**src/rtl/lifo_arbiter_if.sv**
```systemverilog
// Request/response bundle between two requester engines and the shared LIFO arbiter.
// master = requester side, slave = arbiter side.
interface lifo_arbiter_if #(
   parameter int WIDTH = 8,
   parameter int DEPTH = 8
);
   localparam int LW = $clog2(DEPTH + 1);

   // Handshake: reqN_push/reqN_pop are level requests held until reqN_gnt is seen
   // high at a rising edge; the op commits on that edge. A granted pop answers with
   // reqN_rvalid high for exactly the next cycle alongside reqN_dout.
   logic             req0_push;
   logic             req0_pop;
   logic [WIDTH-1:0] req0_din;
   logic             req0_gnt;
   logic             req0_rvalid;
   logic [WIDTH-1:0] req0_dout;

   logic             req1_push;
   logic             req1_pop;
   logic [WIDTH-1:0] req1_din;
   logic             req1_gnt;
   logic             req1_rvalid;
   logic [WIDTH-1:0] req1_dout;

   logic             empty;
   logic             full;
   logic [LW-1:0]    level;

   modport master (
      output req0_push, req0_pop, req0_din, req1_push, req1_pop, req1_din,
      input  req0_gnt, req0_rvalid, req0_dout, req1_gnt, req1_rvalid, req1_dout,
      input  empty, full, level
   );

   modport slave (
      input  req0_push, req0_pop, req0_din, req1_push, req1_pop, req1_din,
      output req0_gnt, req0_rvalid, req0_dout, req1_gnt, req1_rvalid, req1_dout,
      output empty, full, level
   );
endinterface

```
**src/rtl/lifo_arbiter.sv**
```systemverilog
// Round-robin arbiter for two requesters sharing one DEPTH x WIDTH LIFO stack.
// Optional macro LIFO_ARB_ERR_EN adds sticky overflow/underflow flags with err_clr.
module lifo_arbiter #(
   parameter int WIDTH = 8,
   parameter int DEPTH = 8
) (
   input  logic          clk,
   input  logic          rstn,
`ifdef LIFO_ARB_ERR_EN
   input  logic          err_clr,
   output logic          err_ovf,
   output logic          err_udf,
`endif
   lifo_arbiter_if.slave bus
);
   localparam int LW = $clog2(DEPTH + 1);
   localparam int AW = (DEPTH > 1) ? $clog2(DEPTH) : 1;

   logic [WIDTH-1:0] r_mem [DEPTH];
   logic [LW-1:0]    r_level;
   logic             r_last_gnt;
   logic             r_rvalid0;
   logic             r_rvalid1;
   logic [WIDTH-1:0] r_dout0;
   logic [WIDTH-1:0] r_dout1;

   logic             w_sel_push0, w_sel_pop0, w_sel_push1, w_sel_pop1;
   logic             w_full, w_empty;
   logic             w_elig0, w_elig1;
   logic             w_gnt0, w_gnt1;
   logic             w_pop0, w_pop1;
   logic             w_g_push;
   logic [WIDTH-1:0] w_g_din;
   logic [LW-1:0]    w_lvl_m1;
   logic [AW-1:0]    w_wr_idx, w_rd_idx;
   logic [WIDTH-1:0] w_rd_data;

   // Push wins inside a requester; the pop stays pending behind it.
   assign w_sel_push0 = bus.req0_push;
   assign w_sel_pop0  = bus.req0_pop & ~bus.req0_push;
   assign w_sel_push1 = bus.req1_push;
   assign w_sel_pop1  = bus.req1_pop & ~bus.req1_push;

   assign w_full  = (r_level == LW'(DEPTH));
   assign w_empty = (r_level == '0);

   assign w_elig0 = (w_sel_push0 & ~w_full) | (w_sel_pop0 & ~w_empty);
   assign w_elig1 = (w_sel_push1 & ~w_full) | (w_sel_pop1 & ~w_empty);

   // r_last_gnt=1 means requester 1 was served last, so requester 0 wins a tie.
   assign w_gnt0 = rstn & w_elig0 & (~w_elig1 | r_last_gnt);
   assign w_gnt1 = rstn & w_elig1 & (~w_elig0 | ~r_last_gnt);

   assign w_pop0   = w_gnt0 & w_sel_pop0;
   assign w_pop1   = w_gnt1 & w_sel_pop1;
   assign w_g_push = (w_gnt0 & w_sel_push0) | (w_gnt1 & w_sel_push1);
   assign w_g_din  = w_gnt0 ? bus.req0_din : bus.req1_din;

   assign w_lvl_m1  = r_level - LW'(1);
   assign w_wr_idx  = r_level[AW-1:0];
   assign w_rd_idx  = w_lvl_m1[AW-1:0];
   assign w_rd_data = r_mem[w_rd_idx];

   always_ff @(posedge clk) begin
      if (w_g_push) r_mem[w_wr_idx] <= w_g_din;
   end

   always_ff @(posedge clk or negedge rstn) begin
      if (!rstn) begin
         r_level    <= '0;
         r_last_gnt <= 1'b1;
         r_rvalid0  <= 1'b0;
         r_rvalid1  <= 1'b0;
         r_dout0    <= '0;
         r_dout1    <= '0;
      end else begin
         r_rvalid0 <= w_pop0;
         r_rvalid1 <= w_pop1;
         if (w_pop0) r_dout0 <= w_rd_data;
         if (w_pop1) r_dout1 <= w_rd_data;
         if (w_g_push)                r_level <= r_level + LW'(1);
         else if (w_pop0 | w_pop1)    r_level <= w_lvl_m1;
         if (w_gnt0 | w_gnt1)         r_last_gnt <= w_gnt1;
      end
   end

`ifdef LIFO_ARB_ERR_EN
   logic r_err_ovf, r_err_udf;
   logic w_ovf_set, w_udf_set;

   assign w_ovf_set = (w_sel_push0 | w_sel_push1) & w_full;
   assign w_udf_set = (w_sel_pop0 | w_sel_pop1) & w_empty;

   // A new error in the same cycle as err_clr keeps the flag set.
   always_ff @(posedge clk or negedge rstn) begin
      if (!rstn) begin
         r_err_ovf <= 1'b0;
         r_err_udf <= 1'b0;
      end else begin
         if (w_ovf_set)    r_err_ovf <= 1'b1;
         else if (err_clr) r_err_ovf <= 1'b0;
         if (w_udf_set)    r_err_udf <= 1'b1;
         else if (err_clr) r_err_udf <= 1'b0;
      end
   end

   assign err_ovf = r_err_ovf;
   assign err_udf = r_err_udf;
`endif

   assign bus.req0_gnt    = w_gnt0;
   assign bus.req1_gnt    = w_gnt1;
   assign bus.req0_rvalid = r_rvalid0;
   assign bus.req1_rvalid = r_rvalid1;
   assign bus.req0_dout   = r_dout0;
   assign bus.req1_dout   = r_dout1;
   assign bus.empty       = w_empty;
   assign bus.full        = w_full;
   assign bus.level       = r_level;
endmodule

```
**src/flat_wrapper.sv**
```systemverilog
// flat-port wrapper written by rule: the top's interface ports become plain ports
module lifo_arbiter_flat 
#(
   parameter int WIDTH = 8,
   parameter int DEPTH = 8
)
  (clk, rstn, bus_req0_push, bus_req0_pop, bus_req0_din, bus_req1_push, bus_req1_pop, bus_req1_din, bus_req0_gnt, bus_req0_rvalid, bus_req0_dout, bus_req1_gnt, bus_req1_rvalid, bus_req1_dout, bus_empty, bus_full, bus_level);
  lifo_arbiter_if #(.WIDTH(WIDTH), .DEPTH(DEPTH)) bus_i ();
  input  logic clk;
  input  logic rstn;
  input wire logic [$bits(bus_i.req0_push)-1:0] bus_req0_push;
  input wire logic [$bits(bus_i.req0_pop)-1:0] bus_req0_pop;
  input wire logic [$bits(bus_i.req0_din)-1:0] bus_req0_din;
  input wire logic [$bits(bus_i.req1_push)-1:0] bus_req1_push;
  input wire logic [$bits(bus_i.req1_pop)-1:0] bus_req1_pop;
  input wire logic [$bits(bus_i.req1_din)-1:0] bus_req1_din;
  output wire logic [$bits(bus_i.req0_gnt)-1:0] bus_req0_gnt;
  output wire logic [$bits(bus_i.req0_rvalid)-1:0] bus_req0_rvalid;
  output wire logic [$bits(bus_i.req0_dout)-1:0] bus_req0_dout;
  output wire logic [$bits(bus_i.req1_gnt)-1:0] bus_req1_gnt;
  output wire logic [$bits(bus_i.req1_rvalid)-1:0] bus_req1_rvalid;
  output wire logic [$bits(bus_i.req1_dout)-1:0] bus_req1_dout;
  output wire logic [$bits(bus_i.empty)-1:0] bus_empty;
  output wire logic [$bits(bus_i.full)-1:0] bus_full;
  output wire logic [$bits(bus_i.level)-1:0] bus_level;
  assign bus_i.req0_push = bus_req0_push;
  assign bus_i.req0_pop = bus_req0_pop;
  assign bus_i.req0_din = bus_req0_din;
  assign bus_i.req1_push = bus_req1_push;
  assign bus_i.req1_pop = bus_req1_pop;
  assign bus_i.req1_din = bus_req1_din;
  assign bus_req0_gnt = bus_i.req0_gnt;
  assign bus_req0_rvalid = bus_i.req0_rvalid;
  assign bus_req0_dout = bus_i.req0_dout;
  assign bus_req1_gnt = bus_i.req1_gnt;
  assign bus_req1_rvalid = bus_i.req1_rvalid;
  assign bus_req1_dout = bus_i.req1_dout;
  assign bus_empty = bus_i.empty;
  assign bus_full = bus_i.full;
  assign bus_level = bus_i.level;
  lifo_arbiter #(.WIDTH(WIDTH), .DEPTH(DEPTH)) u_core (.clk(clk), .rstn(rstn), .bus(bus_i));
endmodule
```
**config.mk**
```make
export PLATFORM = sky130hd
export DESIGN_NAME = lifo_arbiter_flat
export DESIGN_NICKNAME = d
export VERILOG_FILES = /design/src/rtl/lifo_arbiter_if.sv /design/src/rtl/lifo_arbiter.sv /design/src/flat_wrapper.sv
export SDC_FILE = /design/constraint.sdc
export NUM_CORES = 1
export LEC_CHECK = 0
export ABC_CLOCK_PERIOD_IN_PS = 3400
export BUFFER_PORTS_ARGS = -buffer_cell sky130_fd_sc_hd__buf_4
export CORE_UTILIZATION = 50
export CTS_CLUSTER_SIZE = 40
export DETAILED_ROUTE_END_ITERATION = 7
export PLACE_DENSITY = 0.73
export SLEW_MARGIN = 20
export SYNTH_ARGS = -nofsm -noshare
export SYNTH_HDL_FRONTEND = slang
export SYNTH_SLANG_ARGS = --single-unit
export TNS_END_PERCENT = 10
```
**constraint.sdc**
```tcl
create_clock -name clk -period 3.4 [get_ports clk]
set_input_delay 0.68 -clock clk [delete_from_list [all_inputs] [get_ports clk]]
set_output_delay 0.68 -clock clk [all_outputs]
set_load 0.1 [all_outputs]
```
==> flow_metrics.env, run 1 <==
export IMPL_status="finished, final reports clean"
export IMPL_critPathBufInv=3
export IMPL_synth_fp_nets=238
export IMPL_core_area_mm2=0.006907
export IMPL_detail_route_antenna_nets=0
export IMPL_finalSetupTns_ps=0
export IMPL_avgViaCountPerCell=5.452
export IMPL_synth_area_top_cells="edfxtp_1 53%, dfrtp_1 15%, mux4_2 9.9%, mux2_2 7.4%, nand2_1 3.1%"
export IMPL_dp_hpwl_um=4546
export IMPL_setup_ws_ps=351.1
export IMPL_syn_area_per_cell_um2=17.05
export IMPL_hold_buffers=0
export IMPL_grt_max_degree=29
export IMPL_cts_buffers_inserted=9
export IMPL_gp_congestion=0.7524
export IMPL_nets=295
export IMPL_drt_total_wl_um=6913
export IMPL_endpoint_kind="primary output"
export IMPL_start_kind="flip-flop"
export IMPL_synth_ff_type="edfxtp_1"
export IMPL_path_clk_slew_ps=90
export IMPL_gr_total_overflow=0
export IMPL_root_buffer="clkbuf_8"
export IMPL_grt_pass1_vias=1962
export IMPL_syn_inst=214
export IMPL_critPathTopFamily="buffers and inverters"
export IMPL_ys_seq_elements=87
export IMPL_ys_seq_area_frac=0.6846
export IMPL_ys_types=36
export IMPL_ys_top_cells_by_count="64 x edfxtp_1, 30 x nand2_1, 24 x mux2_2, 22 x dfrtp_1, 16 x mux4_2"
export IMPL_place_inst=356
export IMPL_period_minus_slack_ps=3049
export IMPL_globalRouteMet3Util=0.04360
export IMPL_die_w_um=87.44
export IMPL_crit_cells=7
export IMPL_crit_arrival_ps=2370
export IMPL_initial_core_util=0.5284
export IMPL_relSlewSlack=0.4660
export IMPL_max_freq_mhz=328.0
export IMPL_postCtsSetupRepairBufs=0
export IMPL_finalMaxSlewViolations=0
export IMPL_use_met1=0.2523
export IMPL_fp_row_count=30
export IMPL_fin_skew_ps=10.62
export IMPL_post_synth_top_area_cell="edfxtp_1"
export IMPL_worst_pin_slew_ps=801.0
export IMPL_syn2layout_area_growth_pct=19.37
export IMPL_busiest_layer="met2"
export IMPL_antenna_found_initial=0
export IMPL_nFillCells=526
export IMPL_r2r_start="u_core.bus.level[0]"
export IMPL_min_period_over_period=0.8967
export IMPL_drive_above_1_share=0.4601
export IMPL_place_ws_ps=685.8
export IMPL_cts_max_level=3
export IMPL_wl_per_cell_um=18.58
export IMPL_criticalPathCategory="reg2out"
export IMPL_netlist_area_mm2=0.003650
export IMPL_vias=2028
export IMPL_grt_pass1_wl_um=10460
export IMPL_reg2reg_to="u_core.r_mem[2][6]"
export IMPL_crit_required_ps=2720
export IMPL_reg2regPathDepth=7
export IMPL_synth_most_common_cell="edfxtp_1"
export IMPL_portBuffers=47
export IMPL_reg2reg_slack_ps=710
export IMPL_stdcell_count=372
export IMPL_yosysTopAreaCellShare=0.5266
export IMPL_synth_edf_count=64
export IMPL_regArea_mm2=0.002502
export IMPL_drc=0
export IMPL_cts_sinks=87
export IMPL_cap_viol_max_count=0
export IMPL_slowest_delay_ps=470
export IMPL_clock_latency_ps=360
export IMPL_dieArea_mm2=0.007645
export IMPL_finalSetupViolations=0
export IMPL_path_cells="inv_1 > ha_1 > nor2b_1 > nand2_1 > a21o_2 > clkinv_2 > buf_4"
export IMPL_grt_total_usage=0.2000
export IMPL_multi_input_area_mm2=0.001129
export IMPL_post_cts_resized=0
export IMPL_die_y_um=87.44
export IMPL_grt_setup_unrepaired="no"
export IMPL_clockBufferDepth=2
export IMPL_first_iter_violations=133
export IMPL_cts_tree="built"
export IMPL_crit_path_max_fanout=9
export IMPL_holdCritPathClass="in2async"
export IMPL_async_flop_share=0.2644
export IMPL_grtUsageMet2=0.3224
export IMPL_n_antenna_cell=0
export IMPL_hold_viol_final=0
export IMPL_slowest_stage="dfrtp_4"
export IMPL_yosysWarnings=0
export IMPL_drt_pass1_iterations=6
export IMPL_boundaryPins=48
final cells by class:
| class | instances | area share |
|---|---|---|
| clock inverter | 4 | 0.006318 |
| multi-input combinational | 115 | 0.2590 |
| sequential | 87 | 0.5744 |
| tap | 96 | 0.02757 |
| clock buffer | 12 | 0.03590 |
| timing repair buffer | 54 | 0.09305 |
| inverter | 4 | 0.003733 |
cell families (layout without fill, tap and decap cells):
logic type	Yosys count	count (layout)	synth area share
AOI/OAI and AO/OA	11	11	0.03188
muxes	40	40	0.1728
adders and majority gates	2	2	0.006855
buffers and inverters	12	74	0.01680
and+or+nand+nor	56	56	0.07062
DFF	87	87	0.6846
xor gates and xnor gates	6	6	0.01646
state kept, by name, summed over array words and instances (netlist names):
| register | flops |
|---|---|
| u_core.r_last_gnt | 1 |
| u_core.bus.level | 4 |
| u_core.bus.req1_rvalid | 1 |
| u_core.r_mem | 64 |
| u_core.bus.req0_rvalid | 1 |
| u_core.bus.req0_dout | 8 |
| u_core.bus.req1_dout | 8 |
routing by layer:
metal	up-vias	routed length (um)
met5	-	0
met1	1007	2961
met4	0	193
met2	78	3434
li1	926	-
met3	17	323
metrics by stage:
step / area [um^2] / hold WS (ps) / util
final: 4357 / 223.8 / 0.6308
after global routing: 4357 / 234.7 / 0.6308
after CTS: 4357 / 214.5 / 0.6308
after detailed placement: 4173 / 496.9 / 0.6042
after global placement: 4173 / 491.9 / 0.6042
after floorplan: 3695 / 384.4 / -
placed cells by master (no fill, tap or decap), drive strengths merged, types with 2 or more instances in the layout:
master and count:
a21o 2, buf 54, clkbuf 12, clkinv 2, dfrtp 22, edfxtp 64
ha 2, inv 5, mux2 24, mux4 16, nand2 30, nand2b 4
nor2 11, nor3 4, o221ai 2, xnor2 4, xor2 2
how the worst max path moves through the flow:
stage / to / start / slack [ps]
2_1_floorplan: bus_empty / u_core.bus.level[0] / -20
3_3_place_gp: bus_req0_gnt / rstn / 730
3_5_place_dp: u_core.r_mem[2][4] / rstn / 690
4_1_cts: bus_req0_gnt / u_core.bus.level[0] / 340
5_1_grt: bus_req0_gnt / u_core.bus.level[1] / 140
6_report: bus_req0_gnt / u_core.bus.level[0] / 350
Power of run 1 is not shown: default switching activity piles up to over one toggle a cycle in this logic, so the estimate is an artifact.
==> inputs of run 2 (changes only) <==
--- a/config.mk
+++ b/config.mk
@@ -9,2 +9,4 @@
 export BUFFER_PORTS_ARGS = -buffer_cell sky130_fd_sc_hd__buf_4
+export CAP_MARGIN = 40
+export CORE_MARGIN = 2
 export CORE_UTILIZATION = 50
==> constraint.sdc (replaced) <==
create_clock -name clk -period 3.4 [get_ports clk]
set_input_delay 1.02 -clock clk [delete_from_list [all_inputs] [get_ports clk]]
set_output_delay 1.02 -clock clk [all_outputs]
set_load 0.1 [all_outputs]
==> run 2 against run 1 <==
Compared with the run above: sequential cell count unchanged; global-route usage decreased by 1.5 points; non-clock buffer count rose by 4; maximum frequency decreased by 5.9%; routed wire length shrank 4.1%; clock-buffer cell count shrank 3; worst setup slack got worse by 190 ps.
==> flow_metrics.env, run 2 (same netlist as run 1, synthesis figures left out) <==
export IMPL_status="finished, final reports clean"
export IMPL_cap_viol_max_count=0
export IMPL_die_w_um=89.44
export IMPL_avgViaCountPerCell=5.319
export IMPL_cts_tree="built"
export IMPL_grt_pass1_vias=1924
export IMPL_die_y_um=89.44
export IMPL_drt_pass1_iterations=4
export IMPL_drc=0
export IMPL_criticalPathCategory="reg2out"
export IMPL_mostFrequentLayoutCell="edfxtp_1"
export IMPL_portBuffers=47
export IMPL_grt_pass1_wl_um=10320
export IMPL_holdCritPathClass="in2async"
export IMPL_start_kind="flip-flop"
export IMPL_multi_input_area_mm2=0.001131
export IMPL_crit_path_max_fanout=5
export IMPL_path_clk_slew_ps=90
export IMPL_relSlewSlack=0.4600
export IMPL_slowest_stage="dfrtp_1"
export IMPL_cts_max_level=3
export IMPL_reg2reg_slack_ps=650
export IMPL_drt_total_wl_um=6630
export IMPL_regArea_mm2=0.002502
export IMPL_path_cells="inv_1 > ha_1 > nor2b_1 > nand2_1 > a21o_2 > clkinv_4 > buf_4"
export IMPL_nFillCells=543
export IMPL_finalSetupTns_ps=0
export IMPL_place_area_mm2=0.004213
export IMPL_first_iter_violations=124
export IMPL_critPathBufInv=3
export IMPL_top_register="u_core.r_mem"
export IMPL_final_cell_mix="64 x edfxtp_1, 58 x buf_4, 30 x nand2_1"
export IMPL_syn2layout_area_growth_pct=20.53
export IMPL_postCtsSetupRepairBufs=0
export IMPL_largest_reg_flops=64
export IMPL_initial_core_util=0.5086
export IMPL_dp_hpwl_um=4523
export IMPL_clockBufferDepth=2
export IMPL_finalSetupViolations=0
export IMPL_min_period_over_period=0.9529
export IMPL_design_area_mm2=0.004399
export IMPL_fin_skew_ps=8.273
export IMPL_clock_latency_ps=350
export IMPL_n_antenna_cell=0
export IMPL_hold_viol_final=0
export IMPL_grt_setup_unrepaired="no"
export IMPL_vias=2016
export IMPL_detail_route_antenna_nets=0
export IMPL_gr_total_overflow=0
export IMPL_dieArea_mm2=0.007999
export IMPL_drive_above_1_share=0.4786
export IMPL_antenna_found_initial=0
export IMPL_cts_sinks=87
export IMPL_fp_row_count=31
export IMPL_critPathTopFamily="buffers and inverters"
export IMPL_hold_buffers=0
export IMPL_root_buffer="clkbuf_8"
export IMPL_nets=299
export IMPL_whs_ps=467.4
export IMPL_post_cts_resized=0
export IMPL_period_minus_slack_ps=3240
export IMPL_core_area_mm2=0.007176
export IMPL_worst_pin_slew_ps=810.0
export IMPL_crit_arrival_ps=2220
export IMPL_gp_congestion=0.7274
export IMPL_slowest_delay_ps=440
export IMPL_endpoint_kind="primary output"
export IMPL_wl_per_cell_um=17.49
export IMPL_finalMaxSlewViolations=0
export IMPL_crit_required_ps=2380
export IMPL_boundaryPins=48
export IMPL_grt_total_usage=0.1850
export IMPL_cts_buffers_inserted=9
export IMPL_max_freq_mhz=308.6
export IMPL_grt_max_degree=25
## run 2: cell types whose count changed in the layout (fill, tap and decap cells not counted), sizes merged
cell / change
clkbuf: -3
clkinv: -1
inv: +4
buf: +4
## run 2: cell type report
| class | count | share of cell area |
|---|---|---|
| Sequential cell | 87 | 0.5688 |
| Multi-Input combinational cell | 115 | 0.2571 |
| Timing Repair Buffer | 58 | 0.09898 |
| Clock buffer | 9 | 0.02816 |
| Tap cell | 99 | 0.02816 |
| Clock inverter | 7 | 0.01422 |
| Inverter | 4 | 0.004551 |
## run 2: layer usage
| metal | vias to the layer above | track usage | wire, um |
|---|---|---|---|
| met1 | 995 | 0.2468 | 2820 |
| met3 | 9 | 0.03324 | 395 |
| met2 | 75 | 0.3024 | 3290 |
| met5 | - | 0 | 0 |
| li1 | 937 | - | - |
| met4 | 0 | 0.07734 | 123 |
## run 2: worst paths after layout
| path | startpoint | endpoint | cells past startpoint |
|---|---|---|---|
| max in group asynchronous | rstn | u_core.r_last_gnt | 2 |
| hold reg to reg | u_core.bus.req1_dout[0] | u_core.bus.req1_dout[0] | 1 |
| setup / recovery | u_core.bus.level[1] | bus_req0_gnt | 7 |
| min in group clk | u_core.bus.req1_dout[0] | u_core.bus.req1_dout[0] | 1 |
| hold / removal | rstn | u_core.bus.level[3] | 1 |
| setup reg to reg | u_core.bus.level[1] | u_core.r_mem[2][1] | 7 |
## run 2: metrics by stage
stage	util	worst slack [ps]	std cells
floorplan	-	-14.76	214
global placement	0.5871	223.0	363
detailed placement	0.5871	204.5	363
CTS	0.6131	131.8	379
global route	0.6131	30.39	379
finish	0.6131	160.0	379
Power of run 2 is left out for the same reason.
==> inputs of run 3 (changes only) <==
CORE_ASPECT_RATIO = 0.6   (was default)
==> run 3 against run 2 <==
Compared with the run above: maximum frequency grew 0.68%; routed wire length increased by 5.6%; clock skew down 3.8 ps; hold slack improved by 33 ps; sequential cell count stayed put.
==> flow_metrics.env, run 3 (same netlist as run 1, synthesis figures left out) <==
export IMPL_place_area_mm2=0.004225
export IMPL_boundaryPins=48
export IMPL_fin_skew_ps=4.484
export IMPL_root_buffer="clkbuf_16"
export IMPL_place_ws_ps=200.8
export IMPL_drive_above_1_share=0.4859
export IMPL_fp_row_count=24
export IMPL_top_register="u_core.r_mem"
export IMPL_antenna_found_initial=0
export IMPL_design_area_mm2=0.004574
export IMPL_cts_sinks=87
export IMPL_finalSetupViolations=0
export IMPL_clockBufferDepth=2
export IMPL_fin_util=0.6374
export IMPL_slowest_delay_ps=290
export IMPL_cts_tree="built"
export IMPL_clock_latency_ps=340
export IMPL_cap_viol_max_count=0
export IMPL_status="finished, final reports clean"
export IMPL_path_clk_slew_ps=60
export IMPL_syn2layout_area_growth_pct=25.33
export IMPL_core_area_mm2=0.007177
export IMPL_path_cells="buf_4 > xor2_2 > o221ai_1 > nand3_1 > nor2_4 > buf_4"
export IMPL_final_cell_mix="64 x edfxtp_1, 61 x buf_4, 30 x nand2_1"
export IMPL_startpoint="bus_req0_push"
export IMPL_r2r_start="u_core.bus.level[0]"
export IMPL_die_y_um=70.18
export IMPL_crit_arrival_ps=2200
export IMPL_detail_route_antenna_nets=0
export IMPL_stdcell_count=375
export IMPL_cts_max_level=3
export IMPL_criticalPathCategory="in2out"
export IMPL_dieArea_mm2=0.008022
export IMPL_worst_pin_slew_ps=501.5
export IMPL_drt_total_wl_um=6999
export IMPL_initial_core_util=0.5085
export IMPL_max_freq_mhz=310.8
export IMPL_mostFrequentLayoutCell="edfxtp_1"
export IMPL_vias=2002
export IMPL_largest_reg_flops=64
export IMPL_grt_total_usage=0.2017
export IMPL_postCtsSetupRepairBufs=0
export IMPL_drc=0
export IMPL_wl_per_cell_um=18.66
export IMPL_place_inst=358
export IMPL_grt_pass1_wl_um=11300
export IMPL_dp_hpwl_um=4847
export IMPL_cts_buffers_inserted=9
export IMPL_gp_congestion=0.7721
export IMPL_hold_viol_final=0
export IMPL_setup_ws_ps=182.0
export IMPL_relSlewSlack=0.6646
export IMPL_gr_total_overflow=0
export IMPL_crit_path_max_fanout=5
export IMPL_crit_required_ps=2380
export IMPL_n_antenna_cell=0
export IMPL_avgViaCountPerCell=5.339
export IMPL_period_minus_slack_ps=3218
export IMPL_slowest_stage="o221ai_1"
export IMPL_start_kind="input port"
export IMPL_endpoint_kind="primary output"
export IMPL_finalMaxSlewViolations=0
export IMPL_crit_path_frequent_cell="buf_4"
export IMPL_portBuffers=47
export IMPL_min_period_over_period=0.9465
export IMPL_holdCritPathClass="in2async"
export IMPL_drt_pass1_iterations=4
export IMPL_die_w_um=114.3
export IMPL_grt_max_degree=25
export IMPL_first_iter_violations=129
export IMPL_grt_setup_unrepaired="no"
export IMPL_grt_pass1_vias=2027
export IMPL_reg2reg_slack_ps=800
export IMPL_nets=303
==> run 3: layout make-up <==
class / count / area, um^2
clock buffers: 13 / 314.1
clock inverters: 3 / 17.52
fillers: 515 / 2603
inverters: 4 / 20.02
multi-input cells: 115 / 1134
flip-flops and latches: 87 / 2502
well taps: 91 / 113.9
repair buffers: 62 / 473.0
==> run 3: through the flow <==
stage                     hold slack [ps]  TNS (ps)
after floorplan                     541.1    -14.76
after global placement              492.0         0
after detailed placement            498.3         0
after CTS                           489.1         0
after global routing                492.5         0
final                               500.7         0
==> run 3: routing by layer <==
metal | up-vias | part of all wire | GRT usage
li1 | 943 | - | -
met1 | 1000 | 0.48 | 0.2985
met2 | 50 | 0.45 | 0.2811
met3 | 9 | 0.060 | 0.07813
met4 | 0 | 0.010 | 0.05691
met5 | - | 0 | 0
==> run 3: worst paths after layout <==
check | endpoint | cells past startpoint
max | bus_req1_gnt | 6
min reg2reg | u_core.bus.req1_dout[4] | 1
min | u_core.bus.level[1] | 1
max reg2reg | u_core.r_mem[2][1] | 7
min in group clk | u_core.bus.req1_dout[4] | 1
max in group asynchronous | u_core.bus.level[0] | 2
==> run 3: what timing repair did <==
item                                    4_1_cts  5_1_grt
resized for setup                             0        1
hold buffers                                  0        0
endpoints found under the setup margin        0        1
endpoints found under the hold margin         0        0
==> run 3: worst max-delay path: cells and delay by family <==
| kind | cells | cell delay, ps |
|---|---|---|
| buffers and inverters | 2 | 430 |
| AND/OR/NAND/NOR | 2 | 300 |
| AO/OA/AOI/OAI | 1 | 290 |
| XOR/XNOR | 1 | 150 |
Power of run 3 is left out for the same reason.
